<file path="config.mk">
export PLATFORM = sky130hd
export DESIGN_NAME = uart_cmd_handler
export DESIGN_NICKNAME = d
export VERILOG_FILES = /design/src/rtl/uart_cmd_handler.sv
export SDC_FILE = /design/constraint.sdc
export NUM_CORES = 1
export LEC_CHECK = 0
export CAP_MARGIN = 20
export CORE_AREA = 3 3 168 211
export CTS_CLUSTER_SIZE = 40
export DETAILED_ROUTE_END_ITERATION = 12
export DIE_AREA = 0 0 171 214
export PLACE_DENSITY_LB_ADDON = 0.3
export SLEW_MARGIN = 20
export SYNTH_ARGS = -nofsm -noshare
export SYNTH_HDL_FRONTEND = slang
export SYNTH_SLANG_ARGS = --single-unit
</file>
<file path="constraint.sdc">
create_clock -name sys_clk -period 6.9 [get_ports sys_clk]
set_input_delay 1.035 -clock sys_clk [delete_from_list [all_inputs] [get_ports sys_clk]]
set_output_delay 1.035 -clock sys_clk [all_outputs]
set_load 0.005 [all_outputs]
</file>
<file path="src/rtl/uart_cmd_handler.sv">
// Frame command responder: decodes rx read/write frames to a register bank, replies once per valid-header frame.
// Latency: reply valid 3 cycles after accept, write lands at the same point; one frame in flight, tx stalls hold the FSM in RESP.
module uart_cmd_handler #(
  parameter int         REG_NUM = 8,
  parameter logic [7:0] HEADER  = 8'hA5
) (
  input  logic                   sys_clk,
  input  logic                   reset_n,
  input  logic [31:0]            rx_data1_in,
  input  logic [31:0]            rx_data2_in,
  input  logic                   rx_valid_in,
  output logic                   rx_ready_out,
  output logic [31:0]            tx_data1_out,
  output logic [31:0]            tx_data2_out,
  output logic                   tx_valid_out,
  input  logic                   tx_ready_in,
  input  logic [31:0]            status_in,
  output logic [REG_NUM*32-1:0]  ctrl_regs_out,
  output logic                   cmd_err_out
);

  typedef struct packed {
    logic [7:0] hdr;
    logic [7:0] op;
    logic [7:0] addr;
    logic [7:0] cs;
  } hdr_t;

  typedef enum logic [1:0] {IDLE, CHECK, EXEC, RESP} state_t;

  localparam logic [7:0] CMD_WR      = 8'h01;
  localparam logic [7:0] CMD_RD      = 8'h02;
  localparam logic [7:0] ADDR_STATUS = 8'hFF;
  localparam logic [7:0] CODE_WR_OK  = 8'h81;
  localparam logic [7:0] CODE_RD_OK  = 8'h82;
  localparam logic [7:0] CODE_CS_ERR = 8'hE1;
  localparam logic [7:0] CODE_OP_ERR = 8'hE2;
  localparam logic [7:0] CODE_AD_ERR = 8'hE3;
  localparam logic [7:0] REG_LIMIT   = 8'(REG_NUM);

  state_t      state_q, state_d;
  hdr_t        rx_hdr_q;
  logic [31:0] rx_dat_q;
  logic [7:0]  cs_q;
  logic [31:0] regs_q [REG_NUM];
  hdr_t        tx_hdr_q;
  logic [31:0] tx_dat_q;
  logic        err_q;

  logic [7:0]  cs_calc;
  logic [31:0] rd_data;
  logic [7:0]  code_d;
  logic [31:0] dat_d;
  logic        wr_en;
  logic        reply_err;
  logic        err_set;
  logic        rx_accept;
  hdr_t        tx_hdr_d;

  assign cs_calc = rx_hdr_q.hdr ^ rx_hdr_q.op ^ rx_hdr_q.addr ^
                   rx_dat_q[31:24] ^ rx_dat_q[23:16] ^ rx_dat_q[15:8] ^ rx_dat_q[7:0];

  always_comb begin
    rd_data = '0;
    for (int i = 0; i < REG_NUM; i++) begin
      if (rx_hdr_q.addr == 8'(i)) rd_data = regs_q[i];
    end
  end

  // Reply selection; the order of the checks is the error precedence.
  always_comb begin
    code_d    = CODE_RD_OK;
    dat_d     = '0;
    wr_en     = 1'b0;
    reply_err = 1'b1;
    if (cs_q != rx_hdr_q.cs) begin
      code_d = CODE_CS_ERR;
    end else if (rx_hdr_q.op != CMD_WR && rx_hdr_q.op != CMD_RD) begin
      code_d = CODE_OP_ERR;
    end else if (rx_hdr_q.op == CMD_WR && rx_hdr_q.addr >= REG_LIMIT) begin
      code_d = CODE_AD_ERR;
    end else if (rx_hdr_q.op == CMD_RD && rx_hdr_q.addr >= REG_LIMIT &&
                 rx_hdr_q.addr != ADDR_STATUS) begin
      code_d = CODE_AD_ERR;
    end else if (rx_hdr_q.op == CMD_WR) begin
      code_d    = CODE_WR_OK;
      dat_d     = rx_dat_q;
      wr_en     = 1'b1;
      reply_err = 1'b0;
    end else begin
      code_d    = CODE_RD_OK;
      dat_d     = (rx_hdr_q.addr == ADDR_STATUS) ? status_in : rd_data;
      reply_err = 1'b0;
    end
  end

  always_comb begin
    tx_hdr_d.hdr  = HEADER;
    tx_hdr_d.op   = code_d;
    tx_hdr_d.addr = rx_hdr_q.addr;
    tx_hdr_d.cs   = HEADER ^ code_d ^ rx_hdr_q.addr ^
                    dat_d[31:24] ^ dat_d[23:16] ^ dat_d[15:8] ^ dat_d[7:0];
  end

  always_comb begin
    state_d      = state_q;
    rx_ready_out = 1'b0;
    tx_valid_out = 1'b0;
    err_set      = 1'b0;
    case (state_q)
      IDLE: begin
        rx_ready_out = 1'b1;
        if (rx_valid_in) state_d = CHECK;
      end
      CHECK: begin
        if (rx_hdr_q.hdr != HEADER) begin
          err_set = 1'b1;
          state_d = IDLE;
        end else begin
          state_d = EXEC;
        end
      end
      EXEC: begin
        err_set = reply_err;
        state_d = RESP;
      end
      RESP: begin
        tx_valid_out = 1'b1;
        if (tx_ready_in) state_d = IDLE;
      end
      default: state_d = IDLE;
    endcase
  end

  assign rx_accept = rx_valid_in && rx_ready_out;

  always_ff @(posedge sys_clk or negedge reset_n) begin
    if (!reset_n) begin
      state_q  <= IDLE;
      rx_hdr_q <= '0;
      rx_dat_q <= '0;
      cs_q     <= '0;
      tx_hdr_q <= '0;
      tx_dat_q <= '0;
      err_q    <= 1'b0;
      for (int i = 0; i < REG_NUM; i++) regs_q[i] <= '0;
    end else begin
      state_q <= state_d;
      err_q   <= err_set;
      if (rx_accept) begin
        rx_hdr_q <= hdr_t'(rx_data1_in);
        rx_dat_q <= rx_data2_in;
      end
      if (state_q == CHECK) cs_q <= cs_calc;
      if (state_q == EXEC) begin
        tx_hdr_q <= tx_hdr_d;
        tx_dat_q <= dat_d;
        for (int i = 0; i < REG_NUM; i++) begin
          if (wr_en && rx_hdr_q.addr == 8'(i)) regs_q[i] <= rx_dat_q;
        end
      end
    end
  end

  always_comb begin
    for (int i = 0; i < REG_NUM; i++) ctrl_regs_out[32*i +: 32] = regs_q[i];
  end

  assign tx_data1_out = tx_hdr_q;
  assign tx_data2_out = tx_dat_q;
  assign cmd_err_out  = err_q;

endmodule

</file>
## Word level (Yosys, flattened, before mapping)

Index checks and enable logic that the tools add are counted.

| storage, ports and cells | value |
|---|---|
| output and inout port bits | 323 |
| register bits after elaboration | 388 |
| logic and storage cells | 114 |

| cells by class | value |
|---|---|
| muxes and demuxes | 36 |
| order comparisons | 1 |
| bitwise gates (word level) | 12 |
| reductions and logical operators | 24 |
| eq/ne operators | 20 |

Operator list:

| operator | number |
|---|---|
| $mux 32 | 14 |
| $xor 8x8->8 | 11 |
| $eq 8x3->1 const B | 4 |
| $mux 7 | 4 |
| $eq 8x2->1 const B | 3 |
| $reduce_and 2->1 | 9 |
| $eq 8x1->1 const B | 2 |
| $ne 8x8->1 const B | 2 |
| $logic_and 1x1->1 | 13 |
| $mux 1 | 12 |
| $eq 8x8->1 const B | 1 |
| $ge 8x4->1 const B | 1 |
| $logic_not 8->1 | 1 |
| $mux 2 | 4 |
| $ne 8x1->1 const B | 1 |
| $ne 8x2->1 const B | 1 |
| $ne 8x8->1 | 1 |
| $pmux 2 s4 | 1 |
| $eq 2x2->1 const B | 2 |
| $ne 2x2->1 const B | 2 |
| $not 4->4 | 1 |
| $eq 2x1->1 const B | 1 |
| $logic_not 2->1 | 1 |
| $pmux 1 s2 | 1 |

## Depth between registers and ports, before layout

| logic depth | value |
|---|---|
| depth in word-level cells | 19 |
| gate-level depth with buffers | 14 |
| mapped depth without buffers | 8 |

## Worst setup path after synthesis

OpenSTA, ideal clock, no wires.

| timing | value |
|---|---|
| path kind | register -> register |
| start point | register rx_hdr_q[19] (netlist bit) |
| end point | register tx_hdr_q, in the netlist tx_data1_out[0] |
| stages on the path, launching flop included | 10 |
| period minus slack after synthesis | 3007 ps |
| library setup time | 125 ps |
| buffers on the path | 2 |
| arrival time | 2883 ps |
| required time | 6775 ps |
| path slack | 3893 ps |
| cells stage by stage | dfrtp_1 > or4_1 > buf_2 > or3_1 > or3_1 > buf_6 > a2111oi_2 > xnor2_1 > xnor3_1 > mux2_2 |

| on the way | value |
|---|---|
| cells in the longest elaborated chain, start to end | 13 |

RTL lines:

| element | line | source |
|---|---|---|
| start: declaration | 42 | `hdr_t rx_hdr_q;` |
| start signal: assignment | 151 | `rx_hdr_q <= hdr_t'(rx_data1_in);` |
| $eq 8x2->1 | 82 | `end else if (rx_hdr_q.op == CMD_RD && rx_hdr_q.addr >= REG_LIMIT &&` |
| $logic_and 1x1->1 (2 in series) | 82 |  |
| $mux 7 | 82 |  |
| $mux 7 | 80 | `end else if (rx_hdr_q.op == CMD_WR && rx_hdr_q.addr >= REG_LIMIT) begin` |
| $mux 7 | 78 | `end else if (rx_hdr_q.op != CMD_WR && rx_hdr_q.op != CMD_RD) begin` |
| $mux 7 | 76 | `if (cs_q != rx_hdr_q.cs) begin` |
| $not 4->4 (no source line) | - |  |
| $xor 8x8->8 (2 in series) | 101 | `tx_hdr_d.cs = HEADER ^ code_d ^ rx_hdr_q.addr ^` |
| $xor 8x8->8 (2 in series) | 102 | `dat_d[31:24] ^ dat_d[23:16] ^ dat_d[15:8] ^ dat_d[7:0];` |
| $xor 8x8->8 (*) | 102 |  |
| end signal: assignment | 156 | `tx_hdr_q <= tx_hdr_d;` |
| end: declaration | 46 | `hdr_t tx_hdr_q;` |

Every way passes the cells marked *; elsewhere a longest branch is shown, timed or not.
A chain may end at the register's enable or synchronous reset.

## Final worst setup path

| timing | value |
|---|---|
| start point | register rx_hdr_q[9] (netlist bit) |
| end point | register tx_hdr_q, in the netlist tx_data1_out[7] |

| on the way | value |
|---|---|
| cells in the longest elaborated chain, start to end | 19 |

RTL lines:

| element | line | source |
|---|---|---|
| $logic_not 8->1 | 66 | `if (rx_hdr_q.addr == 8'(i)) rd_data = regs_q[i];` |
| $mux 32 (8 in series) | 66 |  |
| $mux 32 | 92 | `dat_d = (rx_hdr_q.addr == ADDR_STATUS) ? status_in : rd_data;` |
| $mux 32 | 85 | `end else if (rx_hdr_q.op == CMD_WR) begin` |
| $mux 32 | 82 |  |
| $mux 32 (*) | 80 |  |
| $mux 32 (*) | 78 |  |
| $mux 32 (*) | 76 |  |
| $xor 8x8->8 | 101 |  |
| $xor 8x8->8 (2 in series) | 102 |  |
| $xor 8x8->8 (*) | 102 |  |

Marks and branches as above.

==> flow_metrics.env <==
export IMPL_dr_pass1_iters=5
export IMPL_core_mm2=0.0336
export IMPL_holdBufCountCts=0
export IMPL_cts_sinks=383
export IMPL_via_per_inst=6.38
export IMPL_timing_final_crit_share_pct=60.8
export IMPL_die_y_um=214
export IMPL_post_route_util_pct=71.6
export IMPL_areaGrowthSynthToFinish_pct=30.5
export IMPL_cpPeakStageDelay_ns=0.97
export IMPL_cts_root_buffer="clkbuf_16"
export IMPL_cp_required_ns=7.34
export IMPL_drcViolationCount=0
export IMPL_row_count=75
export IMPL_cp_cell_sequence="buf_4, nand2b_1, o31ai_1, a2111oi_0, a21oi_1, a211oi_1, xnor3_1, mux2_2"
export IMPL_place_gp_congestion=1.01
export IMPL_synth_cells=1458
export IMPL_clk_pin_slew_ns=0.07
export IMPL_synth_yosys_seq_area_share_pct=52.0
export IMPL_io_pins=423
export IMPL_start_kind="flip-flop"
export IMPL_dieWidth_um=171
export IMPL_ys_warn_count=0
export IMPL_powerDensity_mw_per_mm2=325
export IMPL_grt_overflow=0
export IMPL_status="finished, final reports clean"
export IMPL_finalSetupViolCount=0
export IMPL_hp_class="input pin to async pin"
export IMPL_post_cts_buffers=0
export IMPL_place_ws_ns=2.83
export IMPL_start_util_pct=54.9
export IMPL_stdcell_count=2256
export IMPL_grt_pass1_vias=14842
export IMPL_port_buffers=415
export IMPL_placedCellCount=2186
export IMPL_track_usage_pct=36.3
export IMPL_rsz0062_at_grt="false"
export IMPL_hold_viol_final=0
export IMPL_layout_drive_gt1_share_pct=26.7
export IMPL_reg2reg_slack_ns=2.70
export IMPL_clockBufferDepth=3
export IMPL_worstPathMaxFanout=55
export IMPL_min_period_ns=4.20
export IMPL_tns_ns=0
export IMPL_async_flop_share_pct=100
export IMPL_post_route_worst_setup_slack_ns=2.70
export IMPL_syn_avg_cell_area_um2=12.6
export IMPL_yosys_top_cells_area="dfrtp_1, mux2_2, xnor2_1, mux4_2, mux2i_1"
export IMPL_grt_max_degree=167
export IMPL_maxCapViolCount=0
export IMPL_dpl_hpwl_mm=47.4
export IMPL_clk_latency_ns=0.55
export IMPL_syn_area_mm2=0.0184
export IMPL_power_leakage_nw=10.6
export IMPL_timing_fmax_mhz=238
export IMPL_design_die_area_mm2=0.0366
export IMPL_synth_edf_count=0
export IMPL_cts_repair_resized=0
export IMPL_routed_wl_mm=66.6
export IMPL_worst_pin_slew_ns=1.10
export IMPL_cts_tree="built"
export IMPL_relSlewSlack_pct=26.5
export IMPL_synth_top_area_share_pct=52.0
export IMPL_ant_nets=0
export IMPL_crit_path_end_kind="flip-flop"
export IMPL_avgRoutedWirePerCell_um=29.5
export IMPL_yosysUniqueCellTypes=70
export IMPL_fin_nets=1908
export IMPL_synth_main_ff_cell="dfrtp_1"
export IMPL_crit_slowest_cell="dfrtp_4"
export IMPL_vias=14384
export IMPL_synth_seq_cells=383
export IMPL_antenna_found_initial=5
export IMPL_htree_num_levels=2
export IMPL_synth_area_leader_cell="dfrtp_1"
export IMPL_power_total_mw=7.82
export IMPL_slew_viol_final=0
export IMPL_numCtsBuffers=39
export IMPL_grt_pass1_wl_mm=98.8
export IMPL_nFillCells=2410
export IMPL_finClkSkew_ns=0.0191
export IMPL_vdd_ir_drop_max_uv=184
export IMPL_drtIter0Drc=1494
export IMPL_cp_arrival_ns=4.63
export IMPL_path_class="flip-flop to flip-flop"
## flip-flops by register name (all words and copies together), names as in the netlist, named ones only
register / flops
state_q: 1
rx_hdr_q: 32
cmd_err_out: 1
cs_q: 8
tx_data2_out: 32
rx_dat_q: 32
ctrl_regs_out: 256
tx_data1_out: 20
## stage by stage
stage,instance area [µm²],hold slack (ns)
2_1_floorplan,18500,0.475
3_3_place_gp,22800,0.475
3_5_place_dp,22800,0.482
4_1_cts,24100,0.487
5_1_grt,24100,0.505
6_report,24100,0.471
## synth_stat cells, drive strengths merged, types with 14 or more instances
library cell and number:
a211oi 14, clkbuf 72, nand3 18, xnor2 58, inv 21, nor2 57
xor2 20, mux2 352, o21ai 51, mux4 22, nor3 23, mux2i 39
dfrtp 383, a221oi 18, a21oi 24, nand2 54, buf 68
## report_power, final
group	switching, mW	internal, mW
clock network	0.880	1.27
logic	1.09	1.14
registers	0.900	2.54
total	2.87	4.96
## area by class of cell
| type | count | area, µm² | share of cell area (%) |
|---|---|---|---|
| Timing Repair Buffer | 439 | 4360 | 18.1 |
| Multi-Input combinational cell | 919 | 8200 | 34.1 |
| Clock inverter | 7 | 96.3 | 0.400 |
| Antenna cell | 1 | 2.50 | 0.0104 |
| Inverter | 22 | 82.6 | 0.343 |
| Clock buffer | 62 | 1200 | 5.00 |
| Tap cell | 423 | 529 | 2.20 |
| Sequential cell | 383 | 9590 | 39.9 |
## final timing paths
kind,startpoint,to,cells after the start
max,rx_hdr_q[9],tx_data1_out[7],8
min,reset_n,tx_data2_out[22],1
max reg2reg,rx_hdr_q[9],tx_data1_out[7],8
min reg2reg,tx_data2_out[22],tx_data2_out[22],1
max in group asynchronous,reset_n,rx_hdr_q[8],2
min in group sys_clk,tx_data2_out[22],tx_data2_out[22],1
## cells by family (layout without fill, tap and decap cells)
kind of cell	count (synthesis)	count (layout)	synth area share [%]
xor gates and xnor gates	81	81	4.07
DFF	383	383	52.0
and+or+nand+nor	225	225	6.28
other	1	8	0.0203
muxes	413	413	26.3
AOI/OAI and AO/OA	189	189	7.19
adders and majority gates	4	4	0.271
buffers and inverters	162	530	3.89
## placed cells by master (no fill, tap or decap), drive strengths merged, types with 25 or more instances in the layout
cell and count:
clkdlybuf4s50 414, dfrtp 383, mux2 352, xnor2 58
o21ai 51, nand2 54, nor2 57, clkbuf 62
mux2i 39, buf 25
## routing by layer
metal / track usage, % / routed length, µm / vias up
met1: 46.5 / 24500 / 7384
met3: 9.67 / 6670 / 209
met4: 17.9 / 4080 / 2
li1: - / - / 5955
met5: 0 / 15 / -
met2: 57.1 / 31300 / 834
## worst max-delay path: cells and delay by family, from the launching register on
| kind | cells | cell delay (ns) |
|---|---|---|
| compound gates | 4 | 1.34 |
| xor+xnor | 1 | 0.47 |
| buf+inv | 1 | 0.70 |
| flops | 1 | 0.97 |
| mux | 1 | 0.27 |
| simple gates | 1 | 0.33 |
Note: power is estimated with default switching activity, not from simulation.
